$ cat src/rtl/harmonic_synth_seq.sv
// Additive harmonic generator: sums NUM_HARM weighted sine partials through one shared ROM port.
// Latency: sample_ready pulses 2*NUM_HARM+1 cycles after an accepted request (1 cycle on the muted-voice path).
// Backpressure: none downstream; requests arriving while busy are dropped, never queued.
module harmonic_synth_seq #(
    parameter int NUM_HARM    = 4,
    parameter int PHASE_W     = 20,
    parameter int ADDR_W      = 10,
    parameter int WEIGHT_W    = 8,
    parameter int WEIGHT_FRAC = 7,
    parameter int OUT_W       = 18
) (
    input  logic                clk,
    input  logic                reset,
    input  logic                play_enable,
    input  logic                generate_next,
    input  logic [PHASE_W-1:0]  step_size,
    input  logic                note_start,
    input  logic                wr_en,
    input  logic [2:0]          wr_idx,
    input  logic [WEIGHT_W-1:0] wr_weight,
    output logic [ADDR_W-1:0]   rom_addr,
    input  logic [15:0]         rom_data,
    output logic [OUT_W-1:0]    harmonic_out,
    output logic                sample_ready,
    output logic                busy
);

    localparam int K_W     = (NUM_HARM > 1) ? $clog2(NUM_HARM) : 1;
    localparam int ACC_W   = 16 + WEIGHT_W + 1 + $clog2(NUM_HARM);
    localparam int HSTEP_W = PHASE_W + 3;
    localparam int PROD_W  = 16 + WEIGHT_W + 1;

    localparam logic [HSTEP_W-1:0]      ALIAS_LIM = HSTEP_W'(1) << (PHASE_W - 1);
    localparam logic signed [ACC_W-1:0] SAT_MAX   = ACC_W'((64'sd1 <<< (OUT_W - 1)) - 64'sd1);
    localparam logic signed [ACC_W-1:0] SAT_MIN   = ACC_W'(-(64'sd1 <<< (OUT_W - 1)));
    localparam logic [WEIGHT_W-1:0]     UNITY_W   = WEIGHT_W'(1 << WEIGHT_FRAC);

    typedef enum logic [2:0] {S_IDLE, S_FETCH, S_MAC, S_DONE, S_ZERO} state_t;

    state_t                    state_q, state_d;
    logic [K_W-1:0]            k_q, k_d;
    logic signed [ACC_W-1:0]   acc_q, acc_d;
    logic [HSTEP_W-1:0]        hstep_q, hstep_d;
    logic [PHASE_W-1:0]        step_q, step_d;
    logic [PHASE_W-1:0]        phase_q  [NUM_HARM];
    logic [PHASE_W-1:0]        phase_d  [NUM_HARM];
    logic [WEIGHT_W-1:0]       weight_q [NUM_HARM];
    logic [WEIGHT_W-1:0]       weight_d [NUM_HARM];
    logic [OUT_W-1:0]          harmonic_out_q, harmonic_out_d;
    logic                      sample_ready_q, sample_ready_d;

    logic [WEIGHT_W-1:0]       cur_weight;
    logic signed [PROD_W-1:0]  prod;
    logic signed [ACC_W-1:0]   acc_shr;
    logic [OUT_W-1:0]          acc_sat;
    logic                      muted;

    // Select the current harmonic's phase (ROM address) and weight; weight is read live.
    always_comb begin
        rom_addr   = '0;
        cur_weight = '0;
        for (int i = 0; i < NUM_HARM; i++) begin
            if (k_q == K_W'(i)) begin
                rom_addr   = phase_q[i][PHASE_W-1 -: ADDR_W];
                cur_weight = weight_q[i];
            end
        end
    end

    assign prod    = $signed(rom_data) * $signed({1'b0, cur_weight});
    assign muted   = (hstep_q >= ALIAS_LIM);
    assign acc_shr = acc_q >>> WEIGHT_FRAC;

    // Clamp the rescaled sum into the signed output range.
    always_comb begin
        acc_sat = acc_shr[OUT_W-1:0];
        if (acc_shr > SAT_MAX) begin
            acc_sat = SAT_MAX[OUT_W-1:0];
        end else if (acc_shr < SAT_MIN) begin
            acc_sat = SAT_MIN[OUT_W-1:0];
        end
    end

    // Sequencer next state, weight table writes and datapath updates.
    always_comb begin
        state_d        = state_q;
        k_d            = k_q;
        acc_d          = acc_q;
        hstep_d        = hstep_q;
        step_d         = step_q;
        phase_d        = phase_q;
        weight_d       = weight_q;
        harmonic_out_d = harmonic_out_q;
        sample_ready_d = 1'b0;

        for (int i = 0; i < NUM_HARM; i++) begin
            if (wr_en && (wr_idx == 3'(i))) begin
                weight_d[i] = wr_weight;
            end
        end

        if (note_start) begin
            // Abort anything in flight; output register keeps its last sample.
            state_d = S_IDLE;
            k_d     = '0;
            for (int i = 0; i < NUM_HARM; i++) begin
                phase_d[i] = '0;
            end
        end else begin
            case (state_q)
                S_IDLE: begin
                    if (generate_next) begin
                        if (play_enable) begin
                            step_d  = step_size;
                            hstep_d = HSTEP_W'(step_size);
                            k_d     = '0;
                            acc_d   = '0;
                            state_d = S_FETCH;
                        end else begin
                            state_d = S_ZERO;
                        end
                    end
                end
                S_FETCH: begin
                    state_d = S_MAC;
                end
                S_MAC: begin
                    if (!muted) begin
                        acc_d = acc_q + ACC_W'(prod);
                    end
                    // Muted partials still advance so they stay coherent if the pitch drops.
                    for (int i = 0; i < NUM_HARM; i++) begin
                        if (k_q == K_W'(i)) begin
                            phase_d[i] = phase_q[i] + hstep_q[PHASE_W-1:0];
                        end
                    end
                    hstep_d = hstep_q + HSTEP_W'(step_q);
                    if (k_q == K_W'(NUM_HARM - 1)) begin
                        k_d     = '0;
                        state_d = S_DONE;
                    end else begin
                        k_d     = k_q + 1'b1;
                        state_d = S_FETCH;
                    end
                end
                S_DONE: begin
                    harmonic_out_d = acc_sat;
                    sample_ready_d = 1'b1;
                    state_d        = S_IDLE;
                end
                S_ZERO: begin
                    harmonic_out_d = '0;
                    sample_ready_d = 1'b1;
                    state_d        = S_IDLE;
                end
                default: begin
                    state_d = S_IDLE;
                end
            endcase
        end
    end

    // State registers; reset leaves a pure fundamental at unity weight.
    always_ff @(posedge clk or negedge reset) begin
        if (!reset) begin
            state_q        <= S_IDLE;
            k_q            <= '0;
            acc_q          <= '0;
            hstep_q        <= '0;
            step_q         <= '0;
            harmonic_out_q <= '0;
            sample_ready_q <= 1'b0;
            for (int i = 0; i < NUM_HARM; i++) begin
                phase_q[i]  <= '0;
                weight_q[i] <= (i == 0) ? UNITY_W : '0;
            end
        end else begin
            state_q        <= state_d;
            k_q            <= k_d;
            acc_q          <= acc_d;
            hstep_q        <= hstep_d;
            step_q         <= step_d;
            harmonic_out_q <= harmonic_out_d;
            sample_ready_q <= sample_ready_d;
            phase_q        <= phase_d;
            weight_q       <= weight_d;
        end
    end

    assign harmonic_out = harmonic_out_q;
    assign sample_ready = sample_ready_q;
    assign busy         = (state_q != S_IDLE);

endmodule

$ cat config.mk
export PLATFORM = sky130hd
export DESIGN_NAME = harmonic_synth_seq
export DESIGN_NICKNAME = d
export VERILOG_FILES = /design/src/rtl/harmonic_synth_seq.sv
export SDC_FILE = /design/constraint.sdc
export NUM_CORES = 1
export LEC_CHECK = 0
export ABC_AREA = 1
export CAP_MARGIN = 20
export CORE_AREA = 10 10 270 143
export CTS_CLUSTER_DIAMETER = 40
export DETAILED_ROUTE_END_ITERATION = 12
export DIE_AREA = 0 0 280 153
export PLACE_DENSITY = 0.86
export SLEW_MARGIN = 20
export SYNTH_ARGS = -nofsm -noshare
export SYNTH_HDL_FRONTEND = slang
export SYNTH_SLANG_ARGS = --single-unit
export TNS_END_PERCENT = 100
$ cat constraint.sdc
create_clock -name clk -period 8.75 [get_ports clk]
set_clock_uncertainty 0.1 [all_clocks]
set_input_delay 2.625 -clock clk [delete_from_list [all_inputs] [get_ports clk]]
set_output_delay 2.625 -clock clk [all_outputs]
set_load 0.005 [all_outputs]
==> flow_metrics.py, run 1 <==
metrics = {
    "outcome": {
        "status": "complete, no violations",
    },
    "die": {
        "start_util_pct": 59.0,
        "die-area_mm2": 0.0428,
        "die_h_um": 153,
        "die_x_um": 280,
        "ios": 83,
        "core_mm2": 0.0339,
        "rows": 48,
    },
    "sta": {
        "setup_violations": 0,
        "fin_hold_ws_ns": 0.385,
        "fmax_mhz": 126,
        "timing.final.crit_period_ns": 7.91,
        "fin_ws_ns": 0.840,
        "finalHoldViolations": 0,
        "setup_tns_ns": 0,
        "slew_headroom_pct": 41.7,
        "slew_viol_final": 0,
        "rsz0062_at_grt": "no",
        "finalCritPeriodShare_pct": 90.4,
        "worst_pin_slew_ns": 0.872,
    },
    "final_layout": {
        "post-route-util_pct": 65.5,
        "fin_area_mm2": 0.0222,
        "nNetsFinal": 3278,
        "mostFrequentLayoutCells": "nand2_1, inv_1, nor2_1",
        "diodes": 0,
        "fin_cells": 3405,
        "areaGrowthSynthToFinish_pct": 11.1,
        "drive_above_1_share_pct": 3.32,
        "layout_commonest_cell": "nand2_1",
    },
    "synth": {
        "ys_ff_latch": 206,
        "synth_ff_type": "dfrtp_1",
        "syn_inst": 2863,
        "synth-edff-count": 0,
        "synth-seq-area-share_pct": 25.8,
        "syn-num-nets": 3207,
        "yosys_warnings": 0,
        "synthTopCellsByArea": "dfrtp_1, nand2_1, fa_1",
        "synth_cell_types": 45,
        "yosysTopAreaCell": "dfrtp_1",
        "ys_async_sr_fraction_pct": 100,
        "synth.avg_cell_area_um2": 6.98,
        "netlist_area_mm2": 0.0200,
        "synth_top_cell_area_share_pct": 25.7,
    },
    "pwr": {
        "pwr-share-seq_pct": 18.0,
        "power.internal_mw": 3.27,
        "leakage_nw": 11.9,
        "pwr-share-clk_pct": 17.0,
        "switching_share_pct": 53.3,
        "power.switching_mw": 3.73,
        "power_density_mw_per_mm2": 316,
        "pwr-share-comb_pct": 65.0,
        "power.total_mw": 7.01,
        "peakVddDrop_uv": 211,
    },
    "critical_path": {
        "required_ns": 9.10,
        "cp-end-kind": "register",
        "worstPathMaxFanout": 6,
        "path_class": "input port to register",
        "cp_data_arrival_time_ns": 8.27,
        "cp-start-kind": "input port",
    },
    "cts": {
        "clock_latency_ns": 0.57,
        "cts_resized": 0,
        "postCtsSetupRepairBufs": 0,
        "postCtsHoldBufs": 0,
        "cts_max_path_buffers": 3,
        "cts_tree": "yes",
        "numClockSinks": 206,
        "clk_pin_slew_ns": 0.06,
        "numCtsBuffers": 27,
        "cts-htree-levels": 1,
        "cts-root-buf": "clkbuf_16",
    },
    "routing": {
        "drtIter0Drc": 2468,
        "wl_per_cell_um": 19.3,
        "viasPerCell": 5.74,
        "drt-total-wl_um": 65900,
        "route.detailed.drc": 0,
        "drt-pass1-iter-count": 6,
        "vias": 19500,
        "final_antenna_net_count": 0,
    },
    "grt": {
        "grt_max_degree": 83,
        "first_global_vias": 17900,
        "grt_pass1_wl_um": 103000,
        "antenna_found_initial": 1,
        "grtUsageTotal_pct": 30.2,
        "grt-ovfl-total": 0,
    },
    "place": {
        "place_area_mm2": 0.0212,
        "io_buffers": 82,
        "post-place-cells": 3355,
        "hpwl_um": 52900,
        "place_ws_ns": 0.381,
        "gp_congestion": 0.999,
    },
    "hold_path": {
        "hp-class": "register to register",
    },
    "job": {
        "max_cap_viol_count": 0,
    },
}
cell families (layout without fill, tap and decap cells):
logic type	count (synthesis)	in the layout	synth area share, %
flops	206	206	25.8
xor+xnor	28	28	1.23
fa+ha+maj	291	291	23.2
simple gates	1413	1413	28.4
compound gates	432	432	11.9
buf+inv	493	585	9.53
power by group through the flow:
stage | Combinational (mW) | Sequential [mW] | Clock (mW)
after CTS | 4.43 | 1.25 | 1.20
after global placement | 4.32 | 1.26 | 0
final | 4.55 | 1.26 | 1.19
after detailed placement | 4.38 | 1.26 | 0
after global routing | 5.10 | 1.27 | 1.24
after floorplan | 3.14 | 1.16 | 0
state kept, by name, summed over array words and instances, names as in the netlist:
name	count
acc_q	27
harmonic_out	18
hstep_q	23
k_q	2
phase_q	80
sample_ready	1
state_q	3
step_q	20
weight_q	32
per-layer routing:
metal	vias up	part of all wire, %	global-route usage (%)
met4	0	1.2	4.07
met3	75	16	12.8
li1	9200	-	-
met5	-	0	0
met2	1062	35	36.2
met1	9212	48	48.2
worst max-delay path, cell delays in order:
cell,delay (ns)
clkdlybuf4s50_1,0.54
inv_1,0.12
nor2_1,0.21
inv_1,0.13
fa_1,0.76
fa_1,0.59
fa_1,0.58
inv_1,0.07
fa_1,0.49
inv_1,0.05
fa_1,0.48
inv_1,0.05
ha_1,0.38
nand2_1,0.14
nor3_1,0.37
nand3_1,0.28
nand3_1,0.17
nand2_1,0.06
nand3_1,0.07
nand2_1,0.06
cell usage after synthesis, types with 2 or more instances:
library cell and n:
nor2_4 2, o21ai_1 8, a31oi_1 6, a21boi_0 13, nand3_2 3, nor2_2 2
xor2_1 11, nor2_1 330, o21bai_1 4, buf_4 5, o211ai_1 2, buf_2 16
inv_1 430, a221oi_1 7, fa_1 132, ha_1 159, o31ai_1 14, nand4_1 25
nand2_1 871, nand2_2 3, clkbuf_1 30, buf_1 2, or2_2 8, buf_6 2
a22o_1 8, a22oi_1 8, inv_2 8, xnor2_1 17, a21o_1 4, o21ai_0 196
o21a_1 4, o22ai_1 10, and2_1 10, nor3_1 11, dfrtp_1 205, nand3_1 145
a21oi_1 144
path summary, 6_finish.rpt:
kind                                              from                     end  slack [ns]  cells past startpoint
worst max-delay path                      rom_data[15]   acc_q[25]$_DFFE_PN0P_        0.84                     20
worst min-delay path            phase_q[9]$_DFFE_PN0P_  phase_q[9]$_DFFE_PN0P_        0.38                      2
worst max register to register      k_q[1]$_DFFE_PN0P_    acc_q[8]$_DFFE_PN0P_        1.54                     29
worst min register to register  phase_q[9]$_DFFE_PN0P_  phase_q[9]$_DFFE_PN0P_        0.38                      2
max in group asynchronous                        reset   acc_q[11]$_DFFE_PN0P_        5.37                      2
min in group asynchronous                        reset  hstep_q[9]$_DFFE_PN0P_        1.98                      1
final cells by class:
| cell class | count | area [um^2] |
|---|---|---|
| inverters | 438 | 1640 |
| multi-input cells | 2164 | 12900 |
| clock buffers | 31 | 721 |
| repair buffers | 97 | 941 |
| fillers | 2999 | 11700 |
| well taps | 450 | 563 |
| clock inverters | 19 | 233 |
| flip-flops and latches | 206 | 5160 |
No activity file was read; power rests on OpenSTA's default activity.
==> run 2, diff against run 1 <==
CELL_PAD_IN_SITES_DETAIL_PLACEMENT = 1   (was default)
CELL_PAD_IN_SITES_GLOBAL_PLACEMENT = 2   (was default)
CORE_AREA = 10 10 332 174   (was 10 10 270 143)
DIE_AREA = 0 0 342 184   (was 0 0 280 153)
PLACE_DENSITY = 0.95   (was 0.86)
==> flow_metrics.py, run 2 (synthesis gave the netlist of run 1 again) <==
metrics = {
    "critical_path": {
        "reg2reg_to": "acc_q[18]$_DFFE_PN0P_",
        "path_cells": "clkdlybuf4s50_1 -> inv_1 -> nor2_1 -> inv_1 -> fa_1 -> fa_1 -> inv_1 -> fa_1 -> fa_1 -> inv_1 -> fa_1 -> inv_1 -> ha_1 -> nand2_1 -> nor2_1 -> inv_1 -> nor2_1 -> nand4_1 -> nand3_1 -> nand2_1 -> nand3_1 -> nand2_1",
        "worstPathMaxFanout": 6,
        "rr_worst_depth": 32,
        "r2r_setup_slack_ns": 1.82,
        "crit_path_start": "rom_data[15]",
        "reg2reg_from": "k_q[1]$_DFFE_PN0P_",
        "cp-start-kind": "input port",
        "critPathCapture": "acc_q[20]$_DFFE_PN0P_",
        "required_ns": 9.08,
        "cp_num_buf_inv": 7,
        "cp_data_arrival_time_ns": 7.98,
        "path_class": "input port to register",
        "worstSetupPathDepth": 22,
        "cp-end-kind": "register",
        "cpLargestDelayFamily": "adder cells",
        "path_common_cell": "inv_1",
        "cp_slowest_cell": "fa_1",
        "slowest_delay_ns": 0.74,
    },
    "grt": {
        "antenna_found_initial": 2,
        "first_global_vias": 20600,
        "grt_max_degree": 127,
        "grt_pass1_wl_um": 110000,
        "grtUsageTotal_pct": 21.4,
        "grt-ovfl-total": 0,
    },
    "final_layout": {
        "layout_commonest_cell": "nand2_1",
        "mostFrequentLayoutCells": "nand2_1, inv_1, nor2_1",
        "diodes": 0,
        "areaGrowthSynthToFinish_pct": 13.7,
        "top_register": "phase_q",
        "reg.largest.list": "phase_q: 80 flops, weight_q: 32 flops, acc_q: 27 flops",
        "largest_reg_flops": 80,
        "nNetsFinal": 3286,
        "drive_above_1_share_pct": 3.57,
    },
    "cts": {
        "clock_latency_ns": 0.54,
        "cts_tree": "yes",
        "numCtsBuffers": 35,
        "cts-root-buf": "clkbuf_16",
        "clk_pin_slew_ns": 0.06,
        "numClockSinks": 206,
        "cts_resized": 0,
        "postCtsSetupRepairBufs": 0,
        "postCtsHoldBufs": 0,
        "cts_max_path_buffers": 3,
        "cts-htree-levels": 2,
    },
    "place": {
        "hpwl_um": 52200,
        "gp_congestion": 0.907,
        "place_ws_ns": 0.545,
        "io_buffers": 82,
    },
    "pwr": {
        "power.total_mw": 7.00,
        "power_density_mw_per_mm2": 308,
        "peakVddDrop_uv": 187,
        "leakage_nw": 11.9,
    },
    "die": {
        "die_x_um": 342,
        "die-area_mm2": 0.0629,
        "start_util_pct": 38.7,
        "ios": 83,
        "die_h_um": 184,
        "core_mm2": 0.0516,
        "rows": 59,
    },
    "routing": {
        "vias": 19200,
        "drt-pass1-iter-count": 5,
        "wl_per_cell_um": 18.4,
        "drt-total-wl_um": 67400,
        "drtIter0Drc": 1069,
        "route.detailed.drc": 0,
        "viasPerCell": 5.25,
        "final_antenna_net_count": 0,
    },
    "sta": {
        "fin_ws_ns": 1.10,
        "worst_pin_slew_ns": 0.962,
        "fmax_mhz": 131,
        "slew_viol_final": 0,
        "finalCritPeriodShare_pct": 87.4,
        "finalHoldViolations": 0,
        "rsz0062_at_grt": "no",
        "timing.final.crit_period_ns": 7.65,
        "setup_tns_ns": 0,
        "slew_headroom_pct": 35.6,
        "setup_violations": 0,
    },
    "hold_path": {
        "hp-class": "register to register",
    },
    "job": {
        "max_cap_viol_count": 0,
    },
    "outcome": {
        "status": "complete, no violations",
    },
}
-- run 2: cell count changes in the layout (fill, tap and decap cells not counted), sizes merged --
cell      delta
clkbuf      +12
clkinv       +3
bufinv       -2
inv          -2
buf          +1
clkinvlp     +1
-- run 2: worst min-delay path, cell delays in order, from the launching register on --
cell     delay [ns]
dfrtp_1        0.35
nand2_1        0.06
nand2_1        0.05
-- run 2: worst min-delay path by stage --
stage               cells after the start  slack (ns)                startpoint                       end
global route                            2        0.41  weight_q[15]$_DFFE_PN0P_  weight_q[15]$_DFFE_PN0P_
CTS                                     2        0.39      acc_q[0]$_DFFE_PN0P_      acc_q[0]$_DFFE_PN0P_
floorplan                               2        0.35  weight_q[15]$_DFFE_PN0P_  weight_q[15]$_DFFE_PN0P_
detailed placement                      2        0.37    step_q[12]$_DFFE_PN0P_    step_q[12]$_DFFE_PN0P_
finish                                  2        0.39      acc_q[0]$_DFFE_PN0P_      acc_q[0]$_DFFE_PN0P_
global placement                        2        0.36      acc_q[0]$_DFFE_PN0P_      acc_q[0]$_DFFE_PN0P_
-- run 2: routing by layer --
| layer | share of wire, % | global-route usage, % |
|---|---|---|
| met3 | 3.8 | 2.79 |
| met2 | 49 | 38.4 |
| met4 | 2.8 | 5.92 |
| met1 | 45 | 26.7 |
| met5 | 0 | 0 |
-- run 2: layout make-up --
type / count / area (um^2)
clock buffers: 44 / 961
clock inverters: 19 / 195
fillers: 6600 / 28900
inverters: 438 / 1640
multi-input cells: 2164 / 12900
flip-flops and latches: 206 / 5160
well taps: 701 / 877
repair buffers: 97 / 951
-- run 2: power by group --
part / internal (mW) / switching (mW) / total [mW]
Combinational: 1.53 / 2.85 / 4.37
Clock: 0.826 / 0.554 / 1.38
Sequential: 1.06 / 0.186 / 1.25
-- run 2: stage by stage --
| step | hold slack (ns) | util [%] | instance area (um^2) | std cells |
|---|---|---|---|---|
| 2_1_floorplan | 0.348 | - | 20000 | 2863 |
| 3_3_place_gp | 0.360 | 41.8 | 21600 | 3606 |
| 3_5_place_dp | 0.372 | 41.8 | 21600 | 3606 |
| 4_1_cts | 0.386 | 44.0 | 22700 | 3669 |
| 5_1_grt | 0.413 | 44.0 | 22700 | 3669 |
| 6_report | 0.386 | 44.0 | 22700 | 3669 |
